File: src/rtl/delay_ctrl_source.sv
// ---------------------------------------------------------------------------
// delay_ctrl_source
//
// Fabric-side driver for the HPS PIO input "delay_ctrl_export" on soc_system.
// An asynchronous, active-low pushbutton is synchronised, debounced and turned
// into a glitch-free level that stays high long enough for HPS software that
// polls the PIO to see every press. Accepted presses are counted for LEDs.
//
// Build option:
//   DELAY_CTRL_TOGGLE_EN  when defined, delay_ctrl_export becomes a toggle
//                         register that inverts once per accepted press.
//                         When undefined (default), delay_ctrl_export is high
//                         in HOLD, WAIT_REL and DEB_REL.
//
// Parameters:
//   SYNC_STAGES      flops in the key_n synchroniser (>= 2)
//   DEBOUNCE_CYCLES  stable-level cycles needed to accept a press or release
//   HOLD_CYCLES      minimum cycles the output stays high per press
//   CNT_W            timer width; holds max(DEBOUNCE_CYCLES,HOLD_CYCLES)-1
//
// Ports:
//   clk_clk            in   1  system clock, rising edge
//   reset_reset        in   1  synchronous reset, active-high
//   key_n              in   1  pushbutton, asynchronous, 0 = pressed
//   delay_ctrl_export  out  1  level to the soc_system PIO input
//   press_count        out  8  accepted presses, modulo 256
//   busy               out  1  high whenever the FSM is not in IDLE
//
// Handshake: there is no valid/ready pair on this block; key_n is a free
// running level and every output is a registered level that is meaningful
// on every cycle.
//
// Timing (all outputs registered together with the state):
//   export rises DEBOUNCE_CYCLES+1 cycles after key_s first reads 0.
//   Once high, export stays high for HOLD_CYCLES (HOLD) plus at least one
//   WAIT_REL cycle plus DEBOUNCE_CYCLES (DEB_REL), even for a short press.
// ---------------------------------------------------------------------------
module delay_ctrl_source #(
    parameter int SYNC_STAGES     = 2,
    parameter int DEBOUNCE_CYCLES = 50000,
    parameter int HOLD_CYCLES     = 500000,
    parameter int CNT_W           = 20
) (
    input  logic       clk_clk,
    input  logic       reset_reset,
    input  logic       key_n,
    output logic       delay_ctrl_export,
    output logic [7:0] press_count,
    output logic       busy
);

    // Terminal timer values for the two timed phases.
    localparam logic [CNT_W-1:0] DEB_LAST  = CNT_W'(DEBOUNCE_CYCLES - 1);
    localparam logic [CNT_W-1:0] HOLD_LAST = CNT_W'(HOLD_CYCLES - 1);

    typedef enum logic [2:0] {
        IDLE      = 3'd0,
        DEB_PRESS = 3'd1,
        HOLD      = 3'd2,
        WAIT_REL  = 3'd3,
        DEB_REL   = 3'd4
    } state_t;

    // -----------------------------------------------------------------------
    // Synchroniser. Resets to all ones (button released) so that a key held
    // through reset is seen as a fresh falling edge SYNC_STAGES cycles later.
    // -----------------------------------------------------------------------
    logic [SYNC_STAGES-1:0] sync_q;
    logic                   key_s;

    always_ff @(posedge clk_clk) begin
        if (reset_reset) begin
            sync_q <= '1;
        end else begin
            sync_q <= {sync_q[SYNC_STAGES-2:0], key_n};
        end
    end

    assign key_s = sync_q[SYNC_STAGES-1];

    // -----------------------------------------------------------------------
    // FSM state, timer and registered outputs
    // -----------------------------------------------------------------------
    state_t           state_q;
    state_t           state_nxt;
    logic [CNT_W-1:0] timer_q;
    logic [CNT_W-1:0] timer_nxt;
    logic             accept;      // DEB_PRESS -> HOLD this cycle
    logic             export_nxt;
    logic             busy_nxt;
    logic [7:0]       count_nxt;

    // Debug view of the FSM state for checkers bound to this block.
    state_t           dbg_state;
    assign dbg_state = state_q;

    // Process 1: state register. Outputs are registered alongside the state
    // so every output changes on the same edge as the state it reflects.
    always_ff @(posedge clk_clk) begin
        if (reset_reset) begin
            state_q           <= IDLE;
            timer_q           <= '0;
            delay_ctrl_export <= 1'b0;
            press_count       <= 8'd0;
            busy              <= 1'b0;
        end else begin
            state_q           <= state_nxt;
            timer_q           <= timer_nxt;
            delay_ctrl_export <= export_nxt;
            press_count       <= count_nxt;
            busy              <= busy_nxt;
        end
    end

    // Process 2: next-state and timer logic.
    always_comb begin
        state_nxt = state_q;
        timer_nxt = timer_q;
        accept    = 1'b0;

        case (state_q)
            IDLE: begin
                if (!key_s) begin
                    state_nxt = DEB_PRESS;
                    timer_nxt = '0;
                end
            end

            DEB_PRESS: begin
                // Any high read during debounce is a bounce: drop it silently.
                if (key_s) begin
                    state_nxt = IDLE;
                    timer_nxt = '0;
                end else if (timer_q == DEB_LAST) begin
                    state_nxt = HOLD;
                    timer_nxt = '0;
                    accept    = 1'b1;
                end else begin
                    timer_nxt = timer_q + CNT_W'(1);
                end
            end

            HOLD: begin
                // The key is deliberately ignored here; this phase guarantees
                // the minimum high time and the lockout against new presses.
                if (timer_q == HOLD_LAST) begin
                    state_nxt = WAIT_REL;
                    timer_nxt = '0;
                end else begin
                    timer_nxt = timer_q + CNT_W'(1);
                end
            end

            WAIT_REL: begin
                if (key_s) begin
                    state_nxt = DEB_REL;
                    timer_nxt = '0;
                end
            end

            DEB_REL: begin
                // A low read means the release bounced; go back and wait for
                // the key to come up again without disturbing the output.
                if (!key_s) begin
                    state_nxt = WAIT_REL;
                    timer_nxt = '0;
                end else if (timer_q == DEB_LAST) begin
                    state_nxt = IDLE;
                    timer_nxt = '0;
                end else begin
                    timer_nxt = timer_q + CNT_W'(1);
                end
            end

            default: begin
                state_nxt = IDLE;
                timer_nxt = '0;
            end
        endcase
    end

    // Process 3: output logic. Values computed here are the outputs for the
    // state being entered, and are captured by the state register.
    always_comb begin
        busy_nxt  = (state_nxt != IDLE);
        count_nxt = press_count + {7'd0, accept};
`ifdef DELAY_CTRL_TOGGLE_EN
        export_nxt = delay_ctrl_export ^ accept;
`else
        export_nxt = (state_nxt == HOLD) ||
                     (state_nxt == WAIT_REL) ||
                     (state_nxt == DEB_REL);
`endif
    end

endmodule

File: config.mk
export PLATFORM = sky130hd
export DESIGN_NAME = delay_ctrl_source
export DESIGN_NICKNAME = d
export VERILOG_FILES = /design/src/rtl/delay_ctrl_source.sv
export SDC_FILE = /design/constraint.sdc
export NUM_CORES = 1
export LEC_CHECK = 0
export BUFFER_PORTS_ARGS = -buffer_cell sky130_fd_sc_hd__clkbuf_2
export CORE_MARGIN = 1.5
export CORE_UTILIZATION = 37
export CTS_BUF_LIST = sky130_fd_sc_hd__clkbuf_8 sky130_fd_sc_hd__clkbuf_16
export DETAILED_ROUTE_END_ITERATION = 8
export HOLD_SLACK_MARGIN = 0.03
export SETUP_SLACK_MARGIN = 0.4
export SYNTH_ARGS = -nofsm -noshare
export SYNTH_HDL_FRONTEND = slang
export SYNTH_SLANG_ARGS = --single-unit
export TNS_END_PERCENT = 1
File: constraint.sdc
create_clock -name clk_clk -period 3.24 [get_ports clk_clk]
set_clock_uncertainty 0.2 [all_clocks]
set_input_delay 0.324 -clock clk_clk [delete_from_list [all_inputs] [get_ports clk_clk]]
set_output_delay 0.324 -clock clk_clk [all_outputs]
set_load 0.01 [all_outputs]
==> results of run 1 <==
power by group:
part,internal (uW),switching (uW),leakage (uW)
Clock,144,157,0.0000505
Sequential,432,2.57,0.000282
Combinational,9.30,17.7,0.000358
Total,586,177,0.000691
timing repair:
| item | in CTS | in global routing |
|---|---|---|
| pin swaps | 1 | 1 |
| hold buffers | 1 | 0 |
| setup endpoints to repair | 14 | 17 |
| endpoints found under the hold margin | 1 | 0 |
| buffers inserted | 0 | 1 |
sequential cells by signal (all words and copies together), names as in the netlist:
signal,count
press_count,8
dbg_state,3
busy,1
timer_q,20
sync_q,2
delay_ctrl_export,1
layout make-up:
type,count,share of cell area [%]
inverter,5,0.9512
clock buffer,5,3.488
multi-input combinational,157,50.29
clock inverter,3,0.6341
timing repair buffer,19,5.834
tap,52,3.297
sequential,35,35.51
critical path, delay by kind of cell, from the launching register on:
family | cells | cell delay, ns
simple gates | 3 | 1.10
buf+inv | 1 | 0.24
flops | 1 | 0.37
compound gates | 2 | 0.70
path summary, 6_finish.rpt:
path / slack (ns) / endpoint / depth (start not counted) / from
setup reg to reg: 0.52 / timer_q[18]$_SDFFE_PP0P_ / 6 / timer_q[5]$_SDFFE_PP0P_
hold reg to reg: 0.21 / sync_q[1]$_SDFF_PP1_ / 1 / sync_q[0]$_SDFF_PP1_
hold / removal: 0.21 / sync_q[1]$_SDFF_PP1_ / 1 / sync_q[0]$_SDFF_PP1_
setup / recovery: 0.52 / timer_q[18]$_SDFFE_PP0P_ / 6 / timer_q[5]$_SDFFE_PP0P_
Yosys cell counts:
| master | number | area [um^2] |
|---|---|---|
| nor4bb_1 | 1 | 10.01 |
| a211oi_1 | 1 | 7.510 |
| or4_1 | 1 | 7.510 |
| a41o_1 | 1 | 10.01 |
| inv_1 | 5 | 18.77 |
| nor2b_1 | 5 | 31.28 |
| buf_6 | 1 | 11.26 |
| and4_1 | 2 | 17.52 |
| and3_1 | 4 | 25.02 |
| dfxtp_1 | 35 | 700.7 |
| or4b_2 | 2 | 20.02 |
| nand2_1 | 12 | 45.04 |
| ha_1 | 3 | 37.54 |
| a21oi_1 | 11 | 55.05 |
| clkbuf_1 | 12 | 45.04 |
| or3b_2 | 2 | 17.52 |
| o22ai_1 | 3 | 18.77 |
| nand2b_1 | 2 | 12.51 |
| nand4_1 | 6 | 37.54 |
| nor2_1 | 26 | 97.59 |
| a221oi_1 | 1 | 8.760 |
| or2_2 | 2 | 12.51 |
| nor3b_1 | 1 | 7.510 |
| nor3_1 | 5 | 25.02 |
| o41a_1 | 1 | 11.26 |
| nand3_1 | 11 | 55.05 |
| xnor2_1 | 16 | 140.1 |
| nand3b_1 | 5 | 37.54 |
| or4b_1 | 1 | 10.01 |
| o21bai_1 | 1 | 7.510 |
| and2_1 | 2 | 12.51 |
| o21ai_0 | 4 | 20.02 |
| xor2_1 | 4 | 35.03 |
| a31oi_1 | 4 | 25.02 |
| a21o_1 | 2 | 15.01 |
| nor4b_1 | 4 | 35.03 |
| o31ai_4 | 1 | 21.27 |
| nor4_1 | 10 | 62.56 |
metrics by stage:
step | cells | power, uW | hold WS (ns) | util, %
after floorplan | 210 | 463.9 | 0.1895 | -
after global placement | 266 | 470.6 | 0.1912 | 41.89
after detailed placement | 266 | 470.7 | 0.1941 | 41.89
after CTS | 275 | 773.7 | 0.2116 | 43.93
after global routing | 276 | 797.0 | 0.2261 | 44.10
final | 276 | 762.8 | 0.2094 | 44.10
cells by family after synthesis:
kind of cell | Yosys count
DFF | 35
xor gates and xnor gates | 20
buffers and inverters | 18
adders and majority gates | 3
AOI/OAI and AO/OA | 30
and+or+nand+nor | 104
layer usage:
layer / track usage [%] / vias to the layer above / part of all wire, %
met1: 22.32 / 735 / 50
met3: 4.583 / 6 / 3.1
li1: - / 777 / -
met5: 0 / - / 0
met2: 23.15 / 18 / 44
met4: 8.176 / 0 / 2.2
==> qor.csv, run 1 <==
stage;metric;value;unit
grt;grt_use_total;16.22;%
finish;fin_nets;229;
pwr;power.leakage;0.0006911;uW
cts;clockBufferDepth;2;
cts;post_cts_resized;0;
finish;final_area;1973;um^2
grt;grt-ovfl-total;0;
critical_path;critPathMaxStageDelay;0.58;ns
cts;cts_buffers;5;
critical_path;start_kind;flop;
timing;worst_slack;0.5215;ns
detailed_routing;wl;3817;um
placed_design;io_buffers;12;
die;io_pins;13;
timing;fmax;367.9;MHz
yosys;synthesis.nets;216;
detailed_routing;avgRoutedWirePerCell;13.83;um
yosys;synth-seq-area-share;39.63;%
grt;grt_pass1_wl;6534;um
timing;worstMarginPinSlew;0.7687;ns
cts;clk_pin_slew;0.07;ns
finish;n_antenna_cell;0;
yosys;synthMuxAreaShare;0;%
cts;cts_tree;built;
finish;multi_input_area;992.2;um^2
pwr;power_density;386.6;nW/um^2
die;rows;24;
critical_path;cp_max_fo;14;
placed_design;place_area;1874;um^2
yosys;synth_top_family_by_area;simple AND/OR/NAND/NOR gates;
timing;hold_viol_final;0;
cts;clk_latency;0.29;ns
timing;timing.final.max_slew_violations;0;
critical_path;worstPathRequired;3.22;ns
timing;max_slew_margin;48.52;%
timing;fin_crit_sh;83.90;%
yosys;synth_area;1768;um^2
timing;tns;0;ns
cts;clock-sinks;35;
detailed_routing;route.detailed.drc;0;
yosys;avgSynthCellArea;8.419;um^2
critical_path;cp-end-kind;flop;
status;status;finished clean;
cts;cts_max_level;2;
detailed_routing;firstDrtPassIters;4;
yosys;syn_inst;210;
yosys;ys.warnings.count;0;
placed_design;pre_cts_ws;0.3921;ns
critical_path;worstPathArrival;2.70;ns
yosys;synth_fa_ha_area_share;2.123;%
grt;grt_max_degree;23;
detailed_routing;routed_via_density;5.565;
yosys;synthSimpleGateAreaFrac;32.77;%
critical_path;cp_slowest_cell;or4b_1;
critical_path;critical_path.cell_chain;or4b_1, or4_1, o41a_1, o31ai_4, buf_4, nor2_1;
min_path;hold_class;flop to flop;
grt;antenna_found_initial;0;
die;die_h;72.13;um
finish;layout_common_cells;dfxtp_1, nor2_1, xnor2_1;
finish;register_area;700.7;um^2
flow_run;max_cap_violations;0;
detailed_routing;postRouteAntennaNets;0;
finish;n_fill_cell;476;
detailed_routing;drtIter0Drc;71;
cts;cts_root_buffer;clkbuf_8;
finish;layout_commonest_cell;dfxtp_1;
finish;area_delta_synth_final;11.61;%
die;die_w;72.13;um
yosys;ys_seq_elements;35;
finish;drive_gt1_share;13.84;%
yosys;ys_types;38;
placed_design;routabilityCongestion;0.7588;
pwr;vdd_drop_max;180.9;uV
die;core-area;4474;um^2
detailed_routing;routed-via-count;1536;
yosys;synth-compound-area-share;11.32;%
die;initial_core_util;39.51;%
yosys;synth-xor-area-share;9.908;%
critical_path;crit_type;flop to flop;
timing;grt_setup_unrepaired;yes;
placed_design;dpl.hpwl;2574;um
die;die_area;5202;um^2
timing;setup_viol;0;
grt;grt_pass1_vias;1361;
timing;finalCriticalPeriod;2.718;ns
Power figures use the tool's default switching activity.
==> run 2: changes to the inputs <==
- clock period: 3.24 -> 2.5 ns (I/O delays scaled with it)
==> qor.csv, run 2 (synthesis results as in run 1) <==
stage;metric;value;unit
status;status;finished clean;
critical_path;crit_family;simple AND/OR/NAND/NOR gates;
detailed_routing;firstDrtPassIters;4;
finish;multi_input_area;1057;um^2
finish;n_fill_cell;427;
cts;cts_root_buffer;clkbuf_8;
timing;fmax;401.8;MHz
finish;utilization;49.47;%
finish;drive_gt1_share;27.76;%
critical_path;crit-reg2reg-capture;timer_q[4]$_SDFFE_PP0P_;
critical_path;worst_r2r_path_depth;6;
placed_design;io_buffers;12;
cts;clk_pin_slew;0.07;ns
detailed_routing;routed_via_density;5.441;
cts;clock-sinks;35;
min_path;hold_class;flop to flop;
die;die_area;5202;um^2
detailed_routing;avgRoutedWirePerCell;13.70;um
critical_path;rr_startpoint;timer_q[19]$_SDFFE_PP0P_;
critical_path;critPathMaxStageDelay;0.57;ns
detailed_routing;postRouteAntennaNets;0;
die;die_w;72.13;um
die;rows;24;
timing;max_slew_margin;68.35;%
timing;grt_setup_unrepaired;yes;
grt;grt_max_degree;23;
detailed_routing;routed-via-count;1616;
grt;grt-ovfl-total;0;
timing;setup_viol;0;
cts;cts_max_level;2;
finish;final_area;2213;um^2
finish;largest_reg_flops;20;
critical_path;worstPathArrival;2.43;ns
detailed_routing;route.detailed.drc;0;
die;die_h;72.13;um
critical_path;cp.buffers_inverters;1;
finish;layout_common_cells;dfxtp_1, buf_4, nor2_1;
pwr;power_density;437.7;nW/um^2
grt;antenna_found_initial;0;
timing;timing.final.max_slew_violations;0;
timing;fin_crit_sh;99.54;%
critical_path;cp_slowest_cell;or4b_4;
critical_path;r2r_slack;0.01;ns
cts;clk_latency;0.28;ns
min_path;min_path_cells;1;
min_path;hp-start;sync_q[0]$_SDFF_PP1_;
placed_design;dpl.hpwl;2806;um
critical_path;cp_max_fo;6;
critical_path;crit_type;flop to flop;
die;io_pins;13;
pwr;vdd_drop_max;248.9;uV
timing;finalCriticalPeriod;2.489;ns
critical_path;start_kind;flop;
timing;hold_slack;0.2122;ns
die;core-area;4474;um^2
finish;layout_commonest_cell;dfxtp_1;
cts;cts_buffers;5;
pwr;power.leakage;0.0008069;uW
finish;area_delta_synth_final;25.19;%
finish;n_antenna_cell;0;
die;initial_core_util;39.51;%
timing;worstMarginPinSlew;0.4734;ns
finish;regMostFlops;timer_q;
finish;fin_nets;252;
flow_run;max_cap_violations;0;
grt;grt_pass1_vias;1419;
critical_path;critical_path.cell_chain;or4b_4, or4_4, o41a_1, buf_4, o21ai_0, a221oi_1;
placed_design;place_area;2067;um^2
critical_path;worstPathRequired;2.44;ns
min_path;holdPathEnd;sync_q[1]$_SDFF_PP1_;
pwr;finalPower;968.8;uW
critical_path;cp-end-kind;flop;
cts;cts_tree;built;
cts;clockBufferDepth;2;
detailed_routing;drtIter0Drc;131;
placed_design;routabilityCongestion;0.8223;
timing;hold_viol_final;0;
finish;register_area;704.4;um^2
grt;grt_use_total;16.54;%
grt;grt_pass1_wl;6762;um
detailed_routing;wl;4069;um
-- run 2: cell types whose count changed in the layout (fill, tap and decap cells not counted), sizes merged --
cell,delta
inv,-1
clkinv,-1
buf,+23
-- run 2: area by class of cell --
| cell class | count | share of cell area (%) |
|---|---|---|
| multi-input cells | 157 | 47.77 |
| inverters | 5 | 0.8479 |
| repair buffers | 42 | 13.34 |
| flip-flops and latches | 35 | 31.83 |
| well taps | 52 | 2.940 |
| clock inverters | 1 | 0.1696 |
| clock buffers | 5 | 3.109 |
-- run 2: routing by layer --
| metal | track usage [%] | share of wire [%] | vias to the layer above |
|---|---|---|---|
| met1 | 24.05 | 51 | 766 |
| met5 | 0 | 0 | - |
| li1 | - | - | 820 |
| met3 | 3.889 | 3.4 | 2 |
| met4 | 6.289 | 0.84 | 0 |
| met2 | 23.66 | 44 | 28 |
-- run 2: worst max path at each step --
stage | startpoint | endpoint | slack (ns) | cells after the start
finish | timer_q[19]$_SDFFE_PP0P_ | timer_q[4]$_SDFFE_PP0P_ | 0.01 | 6
floorplan | timer_q[5]$_SDFFE_PP0P_ | timer_q[5]$_SDFFE_PP0P_ | -0.03 | 6
global placement | timer_q[19]$_SDFFE_PP0P_ | timer_q[18]$_SDFFE_PP0P_ | -0.01 | 6
CTS | timer_q[19]$_SDFFE_PP0P_ | timer_q[17]$_SDFFE_PP0P_ | 0.04 | 6
global route | timer_q[19]$_SDFFE_PP0P_ | timer_q[13]$_SDFFE_PP0P_ | -0.04 | 6
detailed placement | timer_q[17]$_SDFFE_PP0P_ | press_count[5]$_SDFF_PP0_ | -0.04 | 9
-- run 2: timing repair --
action                     CTS  global route
resized for setup            6             8
pin swaps                    6             5
setup endpoints to repair   29            31
hold buffers                 1             0
setup buffers                0             1
hold endpoints to repair     1             0
-- run 2: per-stage QoR --
stage,std cells,worst slack (ns),setup TNS (ns)
floorplan,210,-0.02632,-0.2582
global placement,289,-0.01267,-0.03632
detailed placement,289,-0.03916,-0.1333
CTS,296,0.04207,0
global route,297,-0.04356,-0.7165
finish,297,0.01140,0
-- run 2: report_power, final --
| part | leakage, uW | switching (uW) | internal (uW) | total (uW) |
|---|---|---|---|---|
| combinational | 0.000482 | 25.6 | 15.9 | 41.5 |
| sequential | 0.000284 | 1.95 | 560 | 562 |
| clock | 0.0000413 | 184 | 181 | 365 |
-- run 2: worst register-to-register path: stages (launching register included) --
cell and delay (ns):
dfxtp_2 0.32, or4b_4 0.57, or4_4 0.44, o41a_1 0.38
buf_4 0.19, o21ai_0 0.16, a221oi_1 0.09
